**src/rtl/pipe_reg_elastic.sv**
```systemverilog
// pipe_reg_elastic: STAGES-deep register pipeline with valid/ready handshake.
// Each stage holds one word plus a valid bit; bubbles are squeezed out even
// while the output is stalled, so the chain buffers up to STAGES words.
// Outputs are taken straight from the last stage registers. The only
// combinational path is the ready chain from out_ready back to in_ready.
module pipe_reg_elastic #(
  parameter  int WIDTH  = 8,
  parameter  int STAGES = 3,
  localparam int CW     = $clog2(STAGES + 1)
) (
  input  logic             clk,
  input  logic             rst,
  input  logic             flush,
  input  logic             in_valid,
  input  logic [WIDTH-1:0] in_data,
  output logic             in_ready,
  output logic             out_valid,
  output logic [WIDTH-1:0] out_data,
  input  logic             out_ready,
  output logic [CW-1:0]    count
);

  // Stage storage: index 0 is the input side, STAGES-1 the output side.
  logic [STAGES-1:0] v_reg;
  logic [WIDTH-1:0]  d_reg [STAGES];
  logic [CW-1:0]     count_reg;
  logic [CW-1:0]     count_next;
  logic [CW-1:0]     pop_count;

  // Per-stage advance enables and the word each stage would load.
  logic [STAGES-1:0] adv;
  logic [STAGES-1:0] src_v;
  logic [WIDTH-1:0]  src_d [STAGES];
  logic              accept;
  logic              deliver;

  // Stage 0 is fed by the upstream port, every other stage by its predecessor.
  assign src_v[0] = in_valid;
  assign src_d[0] = in_data;

  generate
    for (genvar gi = 1; gi < STAGES; gi++) begin : g_src
      assign src_v[gi] = v_reg[gi-1];
      assign src_d[gi] = d_reg[gi-1];
    end
  endgenerate

  // Ready ripples from the output back: a stage may load when it is empty
  // or when the stage after it is moving on this edge.
  always_comb begin
    adv = '0;
    adv[STAGES-1] = !v_reg[STAGES-1] | out_ready;
    for (int i = STAGES - 2; i >= 0; i--) begin
      adv[i] = !v_reg[i] | adv[i+1];
    end
  end

  assign in_ready  = adv[0] & !flush;
  assign accept    = in_valid & in_ready;
  assign deliver   = v_reg[STAGES-1] & out_ready;

  assign out_valid = v_reg[STAGES-1];
  assign out_data  = d_reg[STAGES-1];
  assign count     = count_reg;

  // Occupancy tracks accepts minus deliveries; both in one cycle cancel out.
  always_comb begin
    count_next = count_reg;
    if (accept && !deliver) begin
      count_next = count_reg + CW'(1);
    end else if (deliver && !accept) begin
      count_next = count_reg - CW'(1);
    end
  end

  // Stage update: valids follow the advance enables; data only loads real
  // words so the data path does not toggle on bubbles. Flush clears the
  // valids and the count but leaves data untouched.
  always_ff @(posedge clk or negedge rst) begin
    if (!rst) begin
      v_reg     <= '0;
      count_reg <= '0;
      for (int i = 0; i < STAGES; i++) begin
        d_reg[i] <= '0;
      end
    end else if (flush) begin
      v_reg     <= '0;
      count_reg <= '0;
    end else begin
      count_reg <= count_next;
      for (int i = 0; i < STAGES; i++) begin
        if (adv[i]) begin
          v_reg[i] <= src_v[i];
          if (src_v[i]) begin
            d_reg[i] <= src_d[i];
          end
        end
      end
    end
  end

  // Number of occupied stages, used to cross-check the running count.
  always_comb begin
    pop_count = '0;
    for (int i = 0; i < STAGES; i++) begin
      pop_count = pop_count + CW'(v_reg[i]);
    end
  end

  // The running count must always equal the number of valid stages.
  a_count_matches: assert property (@(posedge clk) disable iff (!rst)
    count_reg == pop_count);

endmodule

```
**config.mk**
```make
export PLATFORM = sky130hd
export DESIGN_NAME = pipe_reg_elastic
export DESIGN_NICKNAME = d
export VERILOG_FILES = /design/src/rtl/pipe_reg_elastic.sv
export SDC_FILE = /design/constraint.sdc
export NUM_CORES = 1
export LEC_CHECK = 0
export BUFFER_PORTS_ARGS = -buffer_cell sky130_fd_sc_hd__clkbuf_2
export CAP_MARGIN = 20
export CORE_ASPECT_RATIO = 1.1
export CORE_MARGIN = 2
export CORE_UTILIZATION = 45
export DETAILED_ROUTE_END_ITERATION = 7
export PLACE_DENSITY = 0.67
export SYNTH_ARGS = -nofsm -noshare
export SYNTH_HDL_FRONTEND = slang
export SYNTH_SLANG_ARGS = --single-unit
```
**constraint.sdc**
```tcl
create_clock -name clk -period 1.8 [get_ports clk]
set_clock_uncertainty 0.1 [all_clocks]
set_input_delay 0.09 -clock clk [delete_from_list [all_inputs] [get_ports clk]]
set_output_delay 0.09 -clock clk [all_outputs]
set_load 0.01 [all_outputs]
```
==> flow_metrics.py, run 1 <==
metrics = {
    "status": {
        "run_status": "completed",
    },
    "sta": {
        "finalSetupViolations": 0,
        "period_share_pct": 89.7,
        "rsz0062_at_grt": "no",
        "maxSlewViolCount": 0,
        "hold_viol": 0,
        "worst_pin_slew_ns": 0.708,
        "post-route-min-period_ns": 1.61,
        "timing.slew.headroom_pct": 52.8,
        "tns_ns": 0,
        "max_freq_mhz": 620,
        "fin_ws_ns": 0.186,
    },
    "worst_setup_path": {
        "r2r_end": "d_reg[21]$_DFFE_PN0P_",
        "arrival_ns": 1.73,
        "worst_ep_required_time_ns": 1.92,
        "critPathLaunchType": "flip-flop",
        "reg2regPathDepth": 4,
        "crit_path_end_kind": "flip-flop",
        "slowest_stage": "dfrtp_1",
        "r2r_slack_ns": 0.19,
        "cp_max_fo": 8,
        "reg2reg_from": "v_reg[2]$_DFFE_PN0P_",
        "cpPeakStageDelay_ns": 0.43,
        "cp_cell_sequence": "nor2b_4 -> a31oi_4 -> nand2_2 -> mux2_2",
        "critical_path_class": "flip-flop to flip-flop",
    },
    "placement": {
        "gp_congestion": 0.785,
        "dp.cells": 133,
        "dp_hpwl_um": 1420,
        "io_buffers": 24,
        "dp_slack_ns": 0.176,
    },
    "pwr": {
        "cellLeakagePower_uw": 0.000704,
        "powerDensity_mw_per_mm2": 1180,
        "p_total_uw": 1810,
        "peakVddDrop_mv": 0.788,
    },
    "logic_synthesis": {
        "syn-cell-area_mm2": 0.00123,
        "avgSynthCellArea_um2": 14.3,
        "yosys-top-cells-area": "dfrtp_1 59%, mux2_2 22%, buf_4 4.9%",
        "syn_inst": 86,
        "async_reset_ff_share_pct": 100,
        "ys.flop_type": "dfrtp_1",
        "synth-seq-cells": 29,
        "yosys.area.top_type": "dfrtp_1",
        "synth_top_family_by_area": "multiplexers",
        "synthSimpleGateAreaFrac_pct": 7.74,
        "yosys_warnings": 0,
        "synth_cell_type_count": 17,
        "synth_top_area_share_pct": 59.1,
        "synth_edf_count": 0,
        "yosysMostFrequentCell": "dfrtp_1",
        "synth_common_cells": "29 x dfrtp_1, 24 x mux2_2, 8 x buf_4",
        "synth_xor_area_share_pct": 0.713,
        "synth_mux_area_share_pct": 22.0,
        "synth_nets": 99,
        "ys_seq_area_share_pct": 59.1,
        "synth_compound_area_share_pct": 5.19,
        "synthAdderAreaFrac_pct": 0,
    },
    "final_layout": {
        "nFillCells": 219,
        "largest_reg_flops": 16,
        "antenna_cells": 0,
        "drive_gt1_share_pct": 50.4,
        "nets": 133,
        "area_delta_synth_final_pct": 24.1,
        "stdcell_count": 152,
    },
    "hold_path": {
        "hold_depth": 4,
        "hp-class": "input pin to flip-flop",
        "holdPathEnd": "v_reg[2]$_DFFE_PN0P_",
        "hold_start": "out_ready",
    },
    "global_routing": {
        "grt.total_usage_pct": 16.9,
        "grt_antenna_before_repair": 0,
        "gr-total-overflow": 0,
        "grt_pass1_vias": 822,
        "grt_pass1_wl_um": 3650,
        "grt_start_max_net_pins": 30,
    },
    "routing": {
        "drtIter0Drc": 8,
        "num_vias": 759,
        "drt_drc_violations_left": 0,
        "avgViaCountPerCell": 4.99,
        "wl_um": 2110,
        "wire_per_inst_um": 13.9,
        "ant_nets": 0,
        "dr.pass1.iters": 4,
    },
    "floorplan": {
        "die_area_mm2": 0.00316,
        "die_h_um": 58.8,
        "fp-row-count": 19,
        "core-area_mm2": 0.00254,
        "die_w_um": 53.8,
        "ios": 25,
        "initial_core_util_pct": 48.3,
    },
    "flow_run": {
        "cap_violations": 0,
    },
    "clock_tree": {
        "path_clk_slew_ns": 0.09,
        "cts_sinks": 29,
        "root_buffer": "clkbuf_4",
        "clk_path_buf_depth": 2,
        "cts_tree": "built",
        "insertion_delay_ns": 0.32,
        "post_cts_buffers": 0,
        "cts_buffers": 5,
        "cts_max_level": 2,
    },
}
## layout make-up
type	count	area [µm²]	share of cell area (%)
multi-input cells	48	438	28.7
repair buffers	36	238	15.6
clock buffers	7	55.1	3.61
well taps	31	38.8	2.54
clock inverters	1	30.0	1.97
flip-flops and latches	29	726	47.6
## per-stage QoR
step	instance area [µm²]	hold WS [ns]	util [%]
2_1_floorplan	1230	-0.306	-
3_3_place_gp	1330	0.0691	52.3
3_5_place_dp	1330	0.0762	52.3
4_1_cts	1530	0.0490	60.0
5_1_grt	1530	0.0811	60.0
6_report	1530	0.0626	60.0
## repair_timing
item / in CTS / in global routing
gates resized for setup: 0 / 0
hold endpoints to repair: 42 / 0
setup endpoints to repair: 0 / 0
hold buffers: 11 / 0
## placed cells by master, fill, tap and decap left out, types with 2 or more instances in the layout
master and instances:
a31oi_1 2, clkbuf_2 24, clkbuf_4 5, dfrtp_1 29, a21oi_1 3, nand2_1 3, nor2_1 5, mux2_2 24
dlygate4sd3_1 11, nor3_1 3
## metal layers
| metal | vias to the layer above | track usage (%) | share of wire [%] |
|---|---|---|---|
| met2 | 20 | 28.6 | 51 |
| met4 | 0 | 9.89 | 2.7 |
| li1 | 363 | - | - |
| met5 | - | 0 | 0 |
| met1 | 369 | 18.1 | 42 |
| met3 | 7 | 5.33 | 4.2 |
## how the worst max path moves through the flow
stage	slack, ns	cells past startpoint	start	endpoint
after floorplan	0.24	4	v_reg[2]$_DFFE_PN0P_	d_reg[16]$_DFFE_PN0P_
after global placement	0.21	4	v_reg[2]$_DFFE_PN0P_	d_reg[15]$_DFFE_PN0P_
after detailed placement	0.18	4	v_reg[2]$_DFFE_PN0P_	d_reg[13]$_DFFE_PN0P_
after CTS	0.16	4	v_reg[2]$_DFFE_PN0P_	d_reg[10]$_DFFE_PN0P_
after global routing	0.09	4	v_reg[2]$_DFFE_PN0P_	d_reg[11]$_DFFE_PN0P_
final	0.19	4	v_reg[2]$_DFFE_PN0P_	d_reg[21]$_DFFE_PN0P_
## kinds of logic (layout without fill, tap and decap cells)
logic type,after synthesis,in the layout
flops,29,29
mux,24,24
xor+xnor,1,1
buf+inv,9,44
simple gates,15,15
compound gates,8,8
## power by group
| part | total (µW) | switching [µW] | internal, µW |
|---|---|---|---|
| Clock | 555 | 224 | 332 |
| Sequential | 892 | 81.3 | 810 |
| Combinational | 360 | 152 | 209 |
| Total | 1810 | 457 | 1350 |
## worst max-delay path, delay by kind of cell, from the launching register on
| family | cells | cell delay [ns] |
|---|---|---|
| AOI/OAI and AO/OA | 1 | 0.12 |
| muxes | 1 | 0.37 |
| and+or+nand+nor | 2 | 0.49 |
| DFF | 1 | 0.43 |
Note: power is estimated with default switching activity, not from simulation.
==> run 2: changes to the inputs <==
--- a/config.mk
+++ b/config.mk
@@ -5,6 +5,7 @@
 export SDC_FILE = /design/constraint.sdc
 export NUM_CORES = 1
 export LEC_CHECK = 0
+export ABC_AREA = 1
 export BUFFER_PORTS_ARGS = -buffer_cell sky130_fd_sc_hd__clkbuf_2
 export CAP_MARGIN = 20
 export CORE_ASPECT_RATIO = 1.1
@@ -12,6 +13,7 @@
 export CORE_UTILIZATION = 45
 export DETAILED_ROUTE_END_ITERATION = 7
 export PLACE_DENSITY = 0.67
+export SKIP_LAST_GASP = 1
 export SYNTH_ARGS = -nofsm -noshare
 export SYNTH_HDL_FRONTEND = slang
 export SYNTH_SLANG_ARGS = --single-unit
==> flow_metrics.py, run 2 <==
metrics = {
    "sta": {
        "finalSetupViolations": 0,
        "rsz0062_at_grt": "no",
        "max_freq_mhz": 641,
        "worst_pin_slew_ns": 0.701,
        "period_share_pct": 86.7,
        "timing.slew.headroom_pct": 53.3,
        "post-route-min-period_ns": 1.56,
        "hold_viol": 0,
        "tns_ns": 0,
        "maxSlewViolCount": 0,
    },
    "worst_setup_path": {
        "arrival_ns": 1.72,
        "worstSetupStartpoint": "v_reg[1]$_DFFE_PN0P_",
        "critical_path_class": "flip-flop to flip-flop",
        "r2r_end": "v_reg[0]$_DFFE_PN0P_",
        "cp_max_fo": 6,
        "reg2regPathDepth": 3,
        "crit_path_end_kind": "flip-flop",
        "critPathLaunchType": "flip-flop",
        "reg2reg_from": "v_reg[1]$_DFFE_PN0P_",
        "worst_ep_required_time_ns": 1.96,
        "r2r_slack_ns": 0.24,
        "cp-endpoint": "v_reg[0]$_DFFE_PN0P_",
    },
    "clock_tree": {
        "path_clk_slew_ns": 0.09,
        "cts_resized": 0,
        "root_buffer": "clkbuf_4",
        "post_cts_buffers": 0,
        "clk_path_buf_depth": 2,
        "cts_max_level": 2,
        "cts_sinks": 29,
        "cts_buffers": 5,
        "insertion_delay_ns": 0.32,
        "cts_tree": "built",
        "postCtsHoldBufs": 11,
    },
    "logic_synthesis": {
        "synth_nets": 135,
        "synth-seq-cells": 29,
        "synth_edf_count": 0,
        "ys_seq_area_share_pct": 56.0,
        "ys.flop_type": "dfrtp_1",
        "yosys.area.top_type": "dfrtp_1",
        "syn-cell-area_mm2": 0.00129,
        "synth_cell_type_count": 20,
        "synth_top_area_share_pct": 56.0,
        "yosysMostFrequentCell": "dfrtp_1",
        "avgSynthCellArea_um2": 10.6,
        "yosys-top-cells-area": "dfrtp_1 56%, mux2_2 6.1%, nand2_1 6.1%",
        "synth_common_cells": "29 x dfrtp_1, 21 x nand2_1, 13 x inv_1",
        "yosys_warnings": 0,
        "syn_inst": 122,
        "async_reset_ff_share_pct": 100,
    },
    "final_layout": {
        "mostFrequentLayoutCells": "29 x dfrtp_1, 24 x clkbuf_2, 21 x nand2_1, 13 x inv_1, 11 x dlygate4sd3_1",
        "nets": 167,
        "antenna_cells": 0,
        "drive_gt1_share_pct": 31.8,
        "largest_reg_flops": 16,
        "design_area_mm2": 0.00154,
        "area_delta_synth_final_pct": 18.8,
        "final_common_cell": "dfrtp_1",
    },
    "placement": {
        "dp_hpwl_um": 1630,
        "gp_congestion": 0.781,
        "io_buffers": 24,
        "detailed_place.area_mm2": 0.00137,
    },
    "floorplan": {
        "die_area_mm2": 0.00332,
        "initial_core_util_pct": 47.0,
        "core-area_mm2": 0.00275,
        "die_w_um": 55.2,
        "fp-row-count": 20,
        "ios": 25,
        "die_h_um": 60.3,
    },
    "routing": {
        "wl_um": 2320,
        "ant_nets": 0,
        "drt_drc_violations_left": 0,
        "dr.pass1.iters": 4,
        "num_vias": 908,
        "avgViaCountPerCell": 4.86,
        "drtIter0Drc": 10,
        "wire_per_inst_um": 12.4,
    },
    "hold_path": {
        "hp-class": "input pin to flip-flop",
    },
    "pwr": {
        "combPwrFrac_pct": 21.6,
        "seqPwrFrac_pct": 53.5,
        "cellLeakagePower_uw": 0.000795,
        "peakVddDrop_mv": 0.647,
        "pwr-share-clk_pct": 24.9,
        "powerDensity_mw_per_mm2": 1030,
        "p_sw_uw": 453,
        "internal-power_uw": 1130,
        "swShare_pct": 28.7,
    },
    "global_routing": {
        "grt_pass1_vias": 918,
        "grt_antenna_before_repair": 0,
        "grt_pass1_wl_um": 4150,
        "gr-total-overflow": 0,
        "grt_start_max_net_pins": 30,
        "grt.total_usage_pct": 18.5,
    },
    "flow_run": {
        "cap_violations": 0,
    },
    "status": {
        "run_status": "completed",
    },
}
-- run 2: worst min path at each step --
stage | start | end | slack, ns | cells past startpoint
2_1_floorplan | rst | count[0]$_DFFE_PN0P_ | -0.31 | 0
3_3_place_gp | rst | v_reg[1]$_DFFE_PN0P_ | 0.06 | 1
3_5_place_dp | rst | v_reg[0]$_DFFE_PN0P_ | 0.08 | 1
4_1_cts | in_valid | d_reg[22]$_DFFE_PN0P_ | 0.07 | 5
5_1_grt | in_valid | d_reg[22]$_DFFE_PN0P_ | 0.12 | 5
6_report | in_valid | d_reg[22]$_DFFE_PN0P_ | 0.08 | 5
-- run 2: cell type report --
class	instances	area (µm²)
clock buffers	7	55.1
well taps	33	41.3
repair buffers	35	230
inverters	14	52.6
flip-flops and latches	29	726
fillers	257	1210
multi-input cells	69	434
-- run 2: cells by family after synthesis --
group	Yosys count	share of synthesized area (%)
flip-flops	29	56.0
buffers and inverters	24	10.4
AO/OA/AOI/OAI	21	9.28
AND/OR/NAND/NOR	40	17.5
multiplexers	7	6.09
XOR/XNOR	1	0.676
-- run 2: power groups by stage --
stage / Combinational [µW] / Clock, µW / Sequential (µW)
global placement: 313 / 0 / 853
floorplan: 286 / 0 / 849
global route: 394 / 446 / 866
detailed placement: 329 / 0 / 862
finish: 341 / 394 / 846
CTS: 349 / 408 / 848
-- run 2: critical path: stages, from the launching register on --
cell	delay [ns]
dfrtp_1	0.48
nand4_4	0.19
a21oi_1	0.18
dlygate4sd3_1	0.56
-- run 2: per-layer routing --
metal | part of all wire [%] | global-route usage (%) | routed length [µm] | vias to the layer above
li1 | - | - | - | 451
met1 | 42 | 20.9 | 975 | 429
met2 | 51 | 30.4 | 1180 | 19
met3 | 4.0 | 5.50 | 94 | 9
met4 | 3.1 | 10.5 | 71 | 0
met5 | 0 | 0 | 0 | -
-- run 2: metrics by stage --
| stage | setup slack, ns | util (%) | power (µW) | std cells | hold WS (ns) |
|---|---|---|---|---|---|
| after floorplan | 0.534 | - | 1140 | 122 | -0.306 |
| after global placement | 0.514 | 49.9 | 1170 | 169 | 0.0640 |
| after detailed placement | 0.440 | 49.9 | 1190 | 169 | 0.0765 |
| after CTS | 0.264 | 55.9 | 1600 | 187 | 0.0662 |
| after global routing | 0.101 | 55.9 | 1710 | 187 | 0.118 |
| final | 0.239 | 55.9 | 1580 | 187 | 0.0779 |
